File: src/rtl/led_fade_sequencer.sv
// Shared PWM fade engine time-multiplexed across NUM_LEDS outputs.
// The owning LED ramps up, holds fully on, ramps down, then ownership moves on.
module led_fade_sequencer #(
   parameter int NUM_LEDS     = 8,
   parameter int IDX_W        = 3,
   parameter int CW           = 29,
   parameter int PERIOD       = 500000,
   parameter int STEP_SIZE    = 20000,
   parameter int HOLD_PERIODS = 10
) (
   input  logic                clk,
   input  logic                rst,
   input  logic                en,
   input  logic                reverse,
   output logic [NUM_LEDS-1:0] leds,
   output logic [IDX_W-1:0]    active_idx,
   output logic [1:0]          state,
   output logic                period_tick
);

   typedef enum logic [1:0] {
      IDLE = 2'd0,
      RISE = 2'd1,
      HOLD = 2'd2,
      FALL = 2'd3
   } state_t;

   localparam int HW = (HOLD_PERIODS > 1) ? $clog2(HOLD_PERIODS) : 1;

   localparam logic [CW-1:0]    PERIOD_C  = CW'(PERIOD);
   localparam logic [CW-1:0]    LAST_CNT  = CW'(PERIOD - 1);
   localparam logic [CW:0]      PERIOD_W  = (CW+1)'(PERIOD);
   localparam logic [CW:0]      STEP_W    = (CW+1)'(STEP_SIZE);
   localparam logic [HW-1:0]    HOLD_LAST = HW'((HOLD_PERIODS > 0) ? HOLD_PERIODS - 1 : 0);
   localparam logic [IDX_W-1:0] IDX_LAST  = IDX_W'(NUM_LEDS - 1);

   // One extra bit keeps the sum from wrapping before the clamp.
   function automatic logic [CW-1:0] ramp_up(input logic [CW-1:0] cur);
      logic [CW:0] sum;
      sum = {1'b0, cur} + STEP_W;
      return (sum >= PERIOD_W) ? PERIOD_C : sum[CW-1:0];
   endfunction

   function automatic logic [CW-1:0] ramp_down(input logic [CW-1:0] cur);
      logic signed [CW+1:0] diff;
      diff = $signed({2'b00, cur}) - $signed({1'b0, STEP_W});
      return diff[CW+1] ? '0 : diff[CW-1:0];
   endfunction

   function automatic logic [IDX_W-1:0] next_idx(input logic [IDX_W-1:0] cur,
                                                  input logic             rev);
      if (rev) begin
         return (cur == '0) ? IDX_LAST : cur - 1'b1;
      end
      return (cur == IDX_LAST) ? '0 : cur + 1'b1;
   endfunction

   state_t              state_q, state_d;
   logic [CW-1:0]       counter_q, counter_d;
   logic [CW-1:0]       ccr_q, ccr_d;
   logic [HW-1:0]       hold_cnt_q, hold_cnt_d;
   logic [IDX_W-1:0]    idx_q, idx_d;
   logic [NUM_LEDS-1:0] leds_q, leds_d;
   logic                tick;
   logic [CW-1:0]       ccr_up, ccr_dn;

   assign tick   = (state_q != IDLE) && (counter_q == LAST_CNT);
   assign ccr_up = ramp_up(ccr_q);
   assign ccr_dn = ramp_down(ccr_q);

   always_comb begin
      state_d    = state_q;
      counter_d  = counter_q;
      ccr_d      = ccr_q;
      hold_cnt_d = hold_cnt_q;
      idx_d      = idx_q;
      leds_d     = '0;

      // Disable outranks everything, including a pending advance.
      if (!en) begin
         state_d    = IDLE;
         counter_d  = '0;
         ccr_d      = '0;
         hold_cnt_d = '0;
      end else if (state_q == IDLE) begin
         state_d    = RISE;
         counter_d  = '0;
         ccr_d      = '0;
         hold_cnt_d = '0;
      end else begin
         leds_d[idx_q] = (counter_q < ccr_q);
         counter_d     = tick ? '0 : counter_q + 1'b1;
         if (tick) begin
            unique case (state_q)
               RISE: begin
                  ccr_d = ccr_up;
                  if (ccr_up == PERIOD_C) begin
                     hold_cnt_d = '0;
                     state_d    = (HOLD_PERIODS > 0) ? HOLD : FALL;
                  end
               end
               HOLD: begin
                  if (hold_cnt_q == HOLD_LAST) begin
                     state_d = FALL;
                  end else begin
                     hold_cnt_d = hold_cnt_q + 1'b1;
                  end
               end
               FALL: begin
                  ccr_d = ccr_dn;
                  if (ccr_dn == '0) begin
                     state_d = RISE;
                     idx_d   = next_idx(idx_q, reverse);
                  end
               end
               default: ;
            endcase
         end
      end
   end

   always_ff @(posedge clk) begin
      if (rst) begin
         state_q    <= IDLE;
         counter_q  <= '0;
         ccr_q      <= '0;
         hold_cnt_q <= '0;
         idx_q      <= '0;
         leds_q     <= '0;
      end else begin
         state_q    <= state_d;
         counter_q  <= counter_d;
         ccr_q      <= ccr_d;
         hold_cnt_q <= hold_cnt_d;
         idx_q      <= idx_d;
         leds_q     <= leds_d;
      end
   end

   assign leds        = leds_q;
   assign active_idx  = idx_q;
   assign state       = state_q;
   assign period_tick = tick;

endmodule

File: config.mk
export PLATFORM = sky130hd
export DESIGN_NAME = led_fade_sequencer
export DESIGN_NICKNAME = d
export VERILOG_FILES = /design/src/rtl/led_fade_sequencer.sv
export SDC_FILE = /design/constraint.sdc
export NUM_CORES = 1
export LEC_CHECK = 0
export ABC_AREA = 1
export CAP_MARGIN = 0
export CORE_MARGIN = 2
export CORE_UTILIZATION = 55
export CTS_BUF_LIST = sky130_fd_sc_hd__clkbuf_8
export DETAILED_ROUTE_END_ITERATION = 6
export PLACE_DENSITY = 0.73
export SLEW_MARGIN = 20
export SYNTH_ARGS = -nofsm -noshare
export SYNTH_HDL_FRONTEND = slang
export SYNTH_SLANG_ARGS = --single-unit
File: constraint.sdc
create_clock -name clk -period 2.6 [get_ports clk]
set_clock_uncertainty 0.15 [all_clocks]
set_input_delay 0.26 -clock clk [delete_from_list [all_inputs] [get_ports clk]]
set_output_delay 0.26 -clock clk [all_outputs]
set_load 0.03 [all_outputs]
After elaboration in Yosys (flattened, before gate mapping)
Index checks and enable logic that the tools add are counted.
{ "op_classes": {"bitwise_logic": 3, "muxes": 24, "n_eq_ne": 14, "magnitude_cmp": 4, "reduce_logical": 19, "n_addsub": 6} }
{ "ops": {"columns": ["cell", "count"], "rows": [
  ["== test 29 x 19 -> 1 bit, second input constant", 2],
  ["2-to-1 mux 29 bit", 2],
  ["one-hot mux 29 bit (2 select lines)", 1],
  ["adder 29 x 15 -> 30 bit, second input constant", 1],
  [">= comparator 30 x 19 -> 1 bit, second input constant", 1],
  ["subtractor 29 x 15 -> 30 bit, second input constant", 1],
  ["adder 29 x 1 -> 29 bit, second input constant", 1],
  ["zero test 29 bit", 1],
  ["< comparator 29 bit", 1],
  ["AND reduction 5 bit", 3],
  ["2-to-1 mux 3 bit", 4],
  ["2-to-1 mux 1 bit", 9],
  ["inequality test 3 bit, second input constant", 3],
  ["bitwise AND 8 bit", 1],
  ["2-to-1 mux 4 bit", 2],
  ["inequality test 2 bit, second input constant", 4],
  ["one-hot mux 4 bit (2 select lines)", 1],
  ["nonzero test 2 bit", 4],
  ["2-to-1 mux 2 bit", 3],
  ["one-hot mux 2 bit (3 select lines)", 1],
  ["adder 4 x 1 -> 4 bit, second input constant", 1],
  ["== test 2 bit, second input constant", 2],
  ["== test 4 bit, second input constant", 1],
  ["< comparator 3 x 4 -> 1 bit, second input constant", 1],
  ["other kinds (17)", 19]
]} }
{ "totals": {"output_inout_bits": 14, "inputBits": 4, "word_cells": 77, "regBits": 75} }

Depth between registers and ports, before layout
Gate-level depths: netlist (run 1).
{ "depth": {"depth_word": 9, "mapped_depth": 21, "mapped_depth_nobuf": 20} }

Least setup slack after synthesis (run 1)
Ideal clock, no wire load.
{ "synth_path": {"path_type": "reg2reg", "from": "register ccr_q[5]", "to": "register idx_q[2] (netlist: active_idx[2])", "stages_incl_launch_ff": 18, "period_less_slack_ps": 2276, "setup_slack_ps": 324, "t_required_ps": 2334, "setup_ps": 116, "path_buffers": 1, "arrival_ps": 2011, "path_cell_list": "dfxtp_1 > inv_1 > ha_1 > nand2_1 > nand2_1 > nand2_1 > nand2_1 > nand3_2 > buf_6 > nand2_1 > nand2_1 > nor2_1 > nand2_1 > nor2_1 > nand3_1 > inv_2 > nand3_1 > and3_1"} }
{ "synth_via": {"elab_chain_len": 4} }
{ "synth_lines": {"columns": ["item", "line_no", "source"], "rows": [
  ["start: declaration", "60", "logic [CW-1:0] ccr_q, ccr_d;"],
  ["start signal: assignment", "133", "ccr_q <= ccr_d;"],
  ["subtractor 29 x 15 -> 30 bit", "46", "diff = $signed({2'b00, cur}) - $signed({1'b0, STEP_W});"],
  ["2-to-1 mux 29 bit", "47", "return diff[CW+1] ? '0 : diff[CW-1:0];"],
  ["zero test 29 bit", "111", "if (ccr_dn == '0) begin"],
  ["AND reduction 5 bit (no source line)", null, null],
  ["end signal: assignment", "135", "idx_q <= idx_d;"],
  ["end: declaration", "62", "logic [IDX_W-1:0] idx_q, idx_d;"]
]} }
Every way passes these cells.
A chain may end at the register's enable or synchronous reset.

Worst setup path after layout (run 1)
{ "layout_path": {"from": "register ccr_q[5]", "to": "register ccr_q[11]"} }
{ "layout_via": {"elab_chain_len": 4, "word_cells_on_any_way": 6, "cone_classes": "2 x add/sub; 1 x order compare; 3 x mux"} }
{ "layout_lines": {"columns": ["item", "line_no", "source"], "rows": [
  ["adder 29 x 15 -> 30 bit", "40", "sum = {1'b0, cur} + STEP_W;"],
  [">= comparator 30 x 19 -> 1 bit", "41", "return (sum >= PERIOD_W) ? PERIOD_C : sum[CW-1:0];"],
  ["2-to-1 mux 29 bit", "41", null],
  ["one-hot mux 29 bit (2 select lines) (*)", "94", "unique case (state_q)"]
]} }
Mark *: on every way between the ends. The rest lies on a longest branch, timed or not.

==> impl_metrics.py, run 1 <==
metrics = {
    "logic_synthesis": {
        "ys_types": 43,
        "yosys_warnings": 0,
        "synth_nets": 1006,
        "postSynthCellCount": 965,
        "ys_ff_latch": 75,
        "syn_area_um2": 5850,
        "yosys_most_used_dff": "dfxtp_1",
        "synthArstFlopShare_pct": 0,
        "synth.avg_cell_area_um2": 6.07,
        "synth_edf_count": 0,
        "ys_seq_area_share_pct": 25.7,
    },
    "grt": {
        "grt_max_degree": 29,
        "grt-ovfl-total": 0,
        "grt_pass1_wl_um": 28000,
        "grtUsageTotal_pct": 31.0,
        "grt_pass1_vias": 5861,
        "antenna_found_initial": 0,
    },
    "clocking": {
        "cts_tree": "done",
        "worstSkewPairLatency_ps": 380,
        "hold_buffers": 0,
        "clock-sinks": 75,
        "cts_buffer_depth": 2,
        "cts_buffers": 9,
        "clkTransAtPathRegs_ps": 90,
        "root_buffer": "clkbuf_8",
        "h-tree-depth": 3,
    },
    "route": {
        "antenna_left": 0,
        "routedWlPerCell_um": 15.1,
        "drtIter0Drc": 513,
        "drt-pass1-iter-count": 5,
        "post-route-drc-count": 0,
        "drt_wl_total_um": 17900,
        "avgViaCountPerCell": 5.57,
        "vias": 6577,
    },
    "critical_path": {
        "required_ps": 2750,
        "cp_max_fo": 8,
        "crit_chain": "ha_2 > buf_4 > nand2_1 > nor2_1 > nor2_1 > nor2_2 > a21oi_2 > nand3_1 > nor2_1 > nand2_1 > nor2_4 > nand2_4 > a21oi_2 > o21ai_0 > a21oi_1",
        "crit_family": "simple AND/OR/NAND/NOR gates",
        "critical_path_buf_inv_count": 1,
        "max_stage_delay_ps": 380,
        "end_kind": "flip-flop",
        "arrival_ps": 2690,
        "critPathSlowestCell": "dfxtp_4",
        "crit_type": "flip-flop to flip-flop",
        "worstSetupStartpointType": "flip-flop",
        "crit_path_frequent_cell": "nor2_1",
    },
    "power_and_ir_drop": {
        "pwr-share-comb_pct": 1.8,
        "power.internal_mw": 1.76,
        "p_sw_share_pct": 22.7,
        "total_power_mw": 2.27,
        "p_switching_mw": 0.517,
        "leakagePower_nw": 3.08,
        "seqPwrFrac_pct": 50.5,
        "power_per_cell_area_nw_per_um2": 316,
        "p_clk_share_pct": 47.7,
        "ir_drop_v": 0.000358,
    },
    "floorplan": {
        "fp.dieH_um": 107,
        "initial_core_util_pct": 56.7,
        "die_w_um": 107,
        "core.rowCount": 37,
        "die-area_um2": 11500,
        "io_pins": 18,
        "core_area_um2": 10300,
    },
    "cells_and_area": {
        "nFillCells": 933,
        "synthToLayoutAreaGrowth_pct": 22.9,
        "nets": 1081,
        "antenna_cells": 0,
        "final_common_cell": "nand2_1",
        "finalNonFillerCells": 1181,
        "layout_common_cells": "nand2_1, nor2_1, inv_1, nand3_1, buf_4",
        "final_cell_area_um2": 7190,
        "drive_gt1_share_pct": 20.1,
    },
    "place": {
        "dpl_cell_area_um2": 6560,
        "dp_hpwl_um": 13200,
        "routabilityCongestion": 0.973,
        "numPortBuffers": 17,
        "placed_cells": 1155,
    },
    "timing": {
        "relSlewSlack_pct": 61.7,
        "fmax_mhz": 394,
        "slew_viol_final": 0,
        "rsz0062_at_grt": "yes",
        "worstMarginPinSlew_ps": 573,
        "final_hold_viol_count": 0,
        "hold_ws_ps": 303,
        "setup_viol": 0,
        "post-route-period-util_pct": 97.7,
        "min_period_ps": 2540,
    },
    "status": {
        "status": "completed",
    },
    "run": {
        "cap_viol_max_count": 0,
    },
    "hold_path": {
        "min_path_type": "flip-flop to flip-flop",
    },
}
stage by stage:
stage | util (%) | setup WS [ps] | TNS [ps]
6_report | 69.7 | 60.0 | 0
5_1_grt | 69.7 | -82.0 | -539
4_1_cts | 65.8 | 22.5 | 0
3_5_place_dp | 63.5 | -60.4 | -81.0
3_3_place_gp | 63.5 | -38.7 | -38.7
2_1_floorplan | - | 324 | 0
synthesized netlist by cell type (10+ instances only):
master	instances	area share, %
a21oi_1	73	6.2
buf_2	11	0.94
clkbuf_1	12	0.77
dfxtp_1	75	26
ha_1	37	7.9
inv_1	97	6.2
inv_2	10	0.64
nand2_1	253	16
nand3_1	89	7.6
nand4_1	20	2.1
nor2_1	139	8.9
nor3_1	18	1.5
o21ai_0	38	3.2
xor2_1	12	1.8
flip-flops by register name, summed over array words and instances, names as in the netlist:
signal	flops
hold_cnt_q	4
state	2
active_idx	3
leds	8
counter_q	29
ccr_q	29
what timing repair did:
action                                  in CTS  in global routing
cloned                                       0                  2
endpoints found under the setup margin       7                 41
buffers inserted                             0                  8
pin swaps                                    0                 11
gates resized for setup                      7                100
cell families (layout without fill, tap and decap cells):
kind of cell	count (synthesis)	in the layout	share of synthesized area, %
XOR/XNOR	14	14	2.09
buffers and inverters	138	217	9.73
flip-flops	75	75	25.7
adder cells (fa/ha/maj)	37	37	7.91
AO/OA/AOI/OAI	136	136	12.6
AND/OR/NAND/NOR	565	566	42.0
cell type report:
cell class	instances	area, um^2	area share (%)
Clock buffer	11	151	2.10
Clock inverter	5	83.8	1.17
Inverter	108	414	5.76
Multi-Input combinational cell	753	4050	56.3
Sequential cell	75	1540	21.4
Tap cell	136	170	2.37
Timing Repair Buffer	93	786	10.9
metal layers:
metal  vias up  part of all wire, %  wire length, um  track usage [%]
met2       251                   44             7950             48.9
li1       3316                    -                -                -
met1      2935                   43             7760             39.7
met5         -                    0                0                0
met3        75                  7.1             1270             5.05
met4         0                  5.0              897             18.6
worst paths after layout:
path           startpoint      endpoint  slack [ps]  cells after the start
max reg2reg      ccr_q[5]     ccr_q[11]          60                     15
max              ccr_q[5]     ccr_q[11]          60                     15
min          counter_q[0]  counter_q[0]         300                      1
min reg2reg  counter_q[0]  counter_q[0]         300                      1
power groups by stage:
stage / Combinational [mW] / Clock [mW] / Sequential (mW)
after floorplan: 0.0193 / 0 / 1.18
after detailed placement: 0.0380 / 0 / 1.18
after global placement: 0.0384 / 0 / 1.18
after global routing: 0.0439 / 1.14 / 1.15
final: 0.0404 / 1.09 / 1.15
after CTS: 0.0381 / 1.10 / 1.15
Note: power is estimated with default switching activity, not from simulation.
==> inputs of run 2 (changes only) <==
- CORE_UTILIZATION: 55 -> 25
- PLACE_DENSITY: 0.73 -> 0.41
==> run 2 against run 1 <==
Net effect:
- combinational power grew 8.7%
- utilization is 34 points lower
- via count is 0.32% higher
- largest power group unchanged
- critical path type unchanged
- critical path depth increased by 1
- sequential share of layout area is 2.5 points lower
- clock power is 14% lower
- first-iteration DRC count fell by 23%
- routed wire length rose by 20%
- sequential power hardly changed
- count of clock-buffer cells in the layout shrank 2
- global-route usage fell by 14 points
==> impl_metrics.py, run 2 (synthesis gave the netlist of run 1 again) <==
metrics = {
    "status": {
        "status": "completed",
    },
    "critical_path": {
        "crit_chain": "inv_2 > ha_4 > nand2_4 > nand2_2 > nand2_4 > nand2_4 > nand3_4 > buf_12 > buf_4 > nand3_2 > nand4_1 > nor2_2 > nand3_2 > inv_4 > nand3_1 > and3_1",
        "required_ps": 2730,
        "worstSetupStartpointType": "flip-flop",
        "critPathSlowestCell": "dfxtp_2",
        "crit_path_frequent_cell": "nand2_4",
        "max_stage_delay_ps": 340,
        "cp_max_fo": 5,
        "arrival_ps": 2660,
        "end_kind": "flip-flop",
        "crit_type": "flip-flop to flip-flop",
    },
    "cells_and_area": {
        "synthToLayoutAreaGrowth_pct": 38.5,
        "layout_common_cells": "nand2_1, buf_4, nor2_1, inv_1, nand3_1",
        "drive_gt1_share_pct": 27.6,
        "utilization_pct": 35.6,
        "antenna_cells": 0,
        "final_common_cell": "nand2_1",
        "nets": 1147,
        "nFillCells": 2471,
    },
    "floorplan": {
        "core_area_um2": 22800,
        "fp.dieH_um": 157,
        "initial_core_util_pct": 25.7,
        "io_pins": 18,
        "die-area_um2": 24700,
        "core.rowCount": 55,
        "die_w_um": 157,
    },
    "place": {
        "numPortBuffers": 17,
        "routabilityCongestion": 0.884,
        "dp_hpwl_um": 16700,
        "pre_cts_ws_ps": -165,
    },
    "clocking": {
        "root_buffer": "clkbuf_8",
        "h-tree-depth": 3,
        "clock-sinks": 75,
        "cts_buffer_depth": 2,
        "worstSkewPairLatency_ps": 390,
        "hold_buffers": 0,
        "cts_buffers": 9,
        "clkTransAtPathRegs_ps": 100,
        "cts_tree": "done",
    },
    "grt": {
        "grt_pass1_wl_um": 32700,
        "grt_pass1_vias": 6072,
        "grtUsageTotal_pct": 17.2,
        "antenna_found_initial": 0,
        "grt-ovfl-total": 0,
        "grt_max_degree": 29,
    },
    "timing": {
        "setup_viol": 0,
        "fmax_mhz": 395,
        "min_period_ps": 2530,
        "post-route-period-util_pct": 97.3,
        "worstMarginPinSlew_ps": 417,
        "final_hold_viol_count": 0,
        "setup_slack_ps": 70.2,
        "rsz0062_at_grt": "yes",
        "slew_viol_final": 0,
        "relSlewSlack_pct": 72.1,
    },
    "power_and_ir_drop": {
        "power.internal_mw": 1.53,
        "power_per_cell_area_nw_per_um2": 263,
        "p_sw_share_pct": 28.0,
        "seqPwrFrac_pct": 53.9,
        "pwr-share-comb_pct": 2.1,
        "total_power_mw": 2.13,
        "leakagePower_nw": 3.46,
        "p_clk_share_pct": 44.1,
        "ir_drop_v": 0.000204,
        "p_switching_mw": 0.596,
    },
    "route": {
        "drt-pass1-iter-count": 5,
        "drtIter0Drc": 396,
        "routedWlPerCell_um": 15.0,
        "vias": 6598,
        "post-route-drc-count": 0,
        "drt_wl_total_um": 21400,
        "antenna_left": 0,
        "avgViaCountPerCell": 4.63,
    },
    "run": {
        "cap_viol_max_count": 0,
    },
    "hold_path": {
        "min_path_type": "primary input to flip-flop",
    },
}
run 2: cell types whose count changed in the layout (fill, tap and decap cells not counted), sizes merged:
cell,delta
bufinv,-2
inv,+5
buf,+65
clkinv,+2
clkinvlp,-3
clkbuf,-1
run 2: final timing paths:
kind | startpoint | endpoint | slack [ps] | depth (start not counted)
worst max register to register | ccr_q[5] | active_idx[2] | 70 | 16
worst max-delay path | ccr_q[5] | active_idx[2] | 70 | 16
worst min register to register | counter_q[27] | counter_q[27] | 340 | 2
worst min-delay path | rst | active_idx[1] | 310 | 2
run 2: area by class of cell:
class / instances / area, um^2 / area share (%)
clock inverters: 7 / 62.6 / 0.772
well taps: 313 / 392 / 4.83
inverters: 108 / 415 / 5.13
flip-flops and latches: 75 / 1530 / 18.9
clock buffers: 9 / 124 / 1.53
repair buffers: 159 / 1320 / 16.3
multi-input cells: 753 / 4260 / 52.6
run 2: stage by stage:
| step | instance area [um^2] | TNS [ps] | hold slack, ps | instances |
|---|---|---|---|---|
| floorplan | 5850 | 0 | 182 | 965 |
| global placement | 7240 | -1470 | 330 | 1395 |
| detailed placement | 7240 | -2150 | 330 | 1395 |
| CTS | 7470 | 0 | 293 | 1411 |
| global route | 8110 | -450 | 328 | 1424 |
| finish | 8110 | 0 | 313 | 1424 |
run 2: power groups by stage:
stage | Clock [mW] | Combinational, mW | Sequential (mW)
after floorplan | 0 | 0.0193 | 1.18
final | 0.938 | 0.0439 | 1.15
after global placement | 0 | 0.0415 | 1.18
after CTS | 0.991 | 0.0416 | 1.15
after global routing | 1.04 | 0.0492 | 1.15
after detailed placement | 0 | 0.0405 | 1.18
run 2: routing by layer:
layer / global-route usage [%] / part of all wire (%) / vias to the layer above
met5: 0 / 0 / -
met3: 2.48 / 3.7 / 12
met2: 28.5 / 46 / 108
met4: 4.37 / 1.5 / 0
li1: - / - / 3446
met1: 23.5 / 49 / 3032
run 2: repair_timing:
item | CTS | global route
pin swaps | 3 | 23
setup endpoints to repair | 29 | 48
gates cloned | 0 | 3
setup buffers | 0 | 10
gates resized for setup | 16 | 147
run 2: worst max-delay path: cells and delay by family (launching register included):
| family | cells | cell delay (ps) |
|---|---|---|
| buf+inv | 4 | 510 |
| fa+ha+maj | 1 | 150 |
| simple gates | 11 | 1270 |
| flops | 1 | 340 |
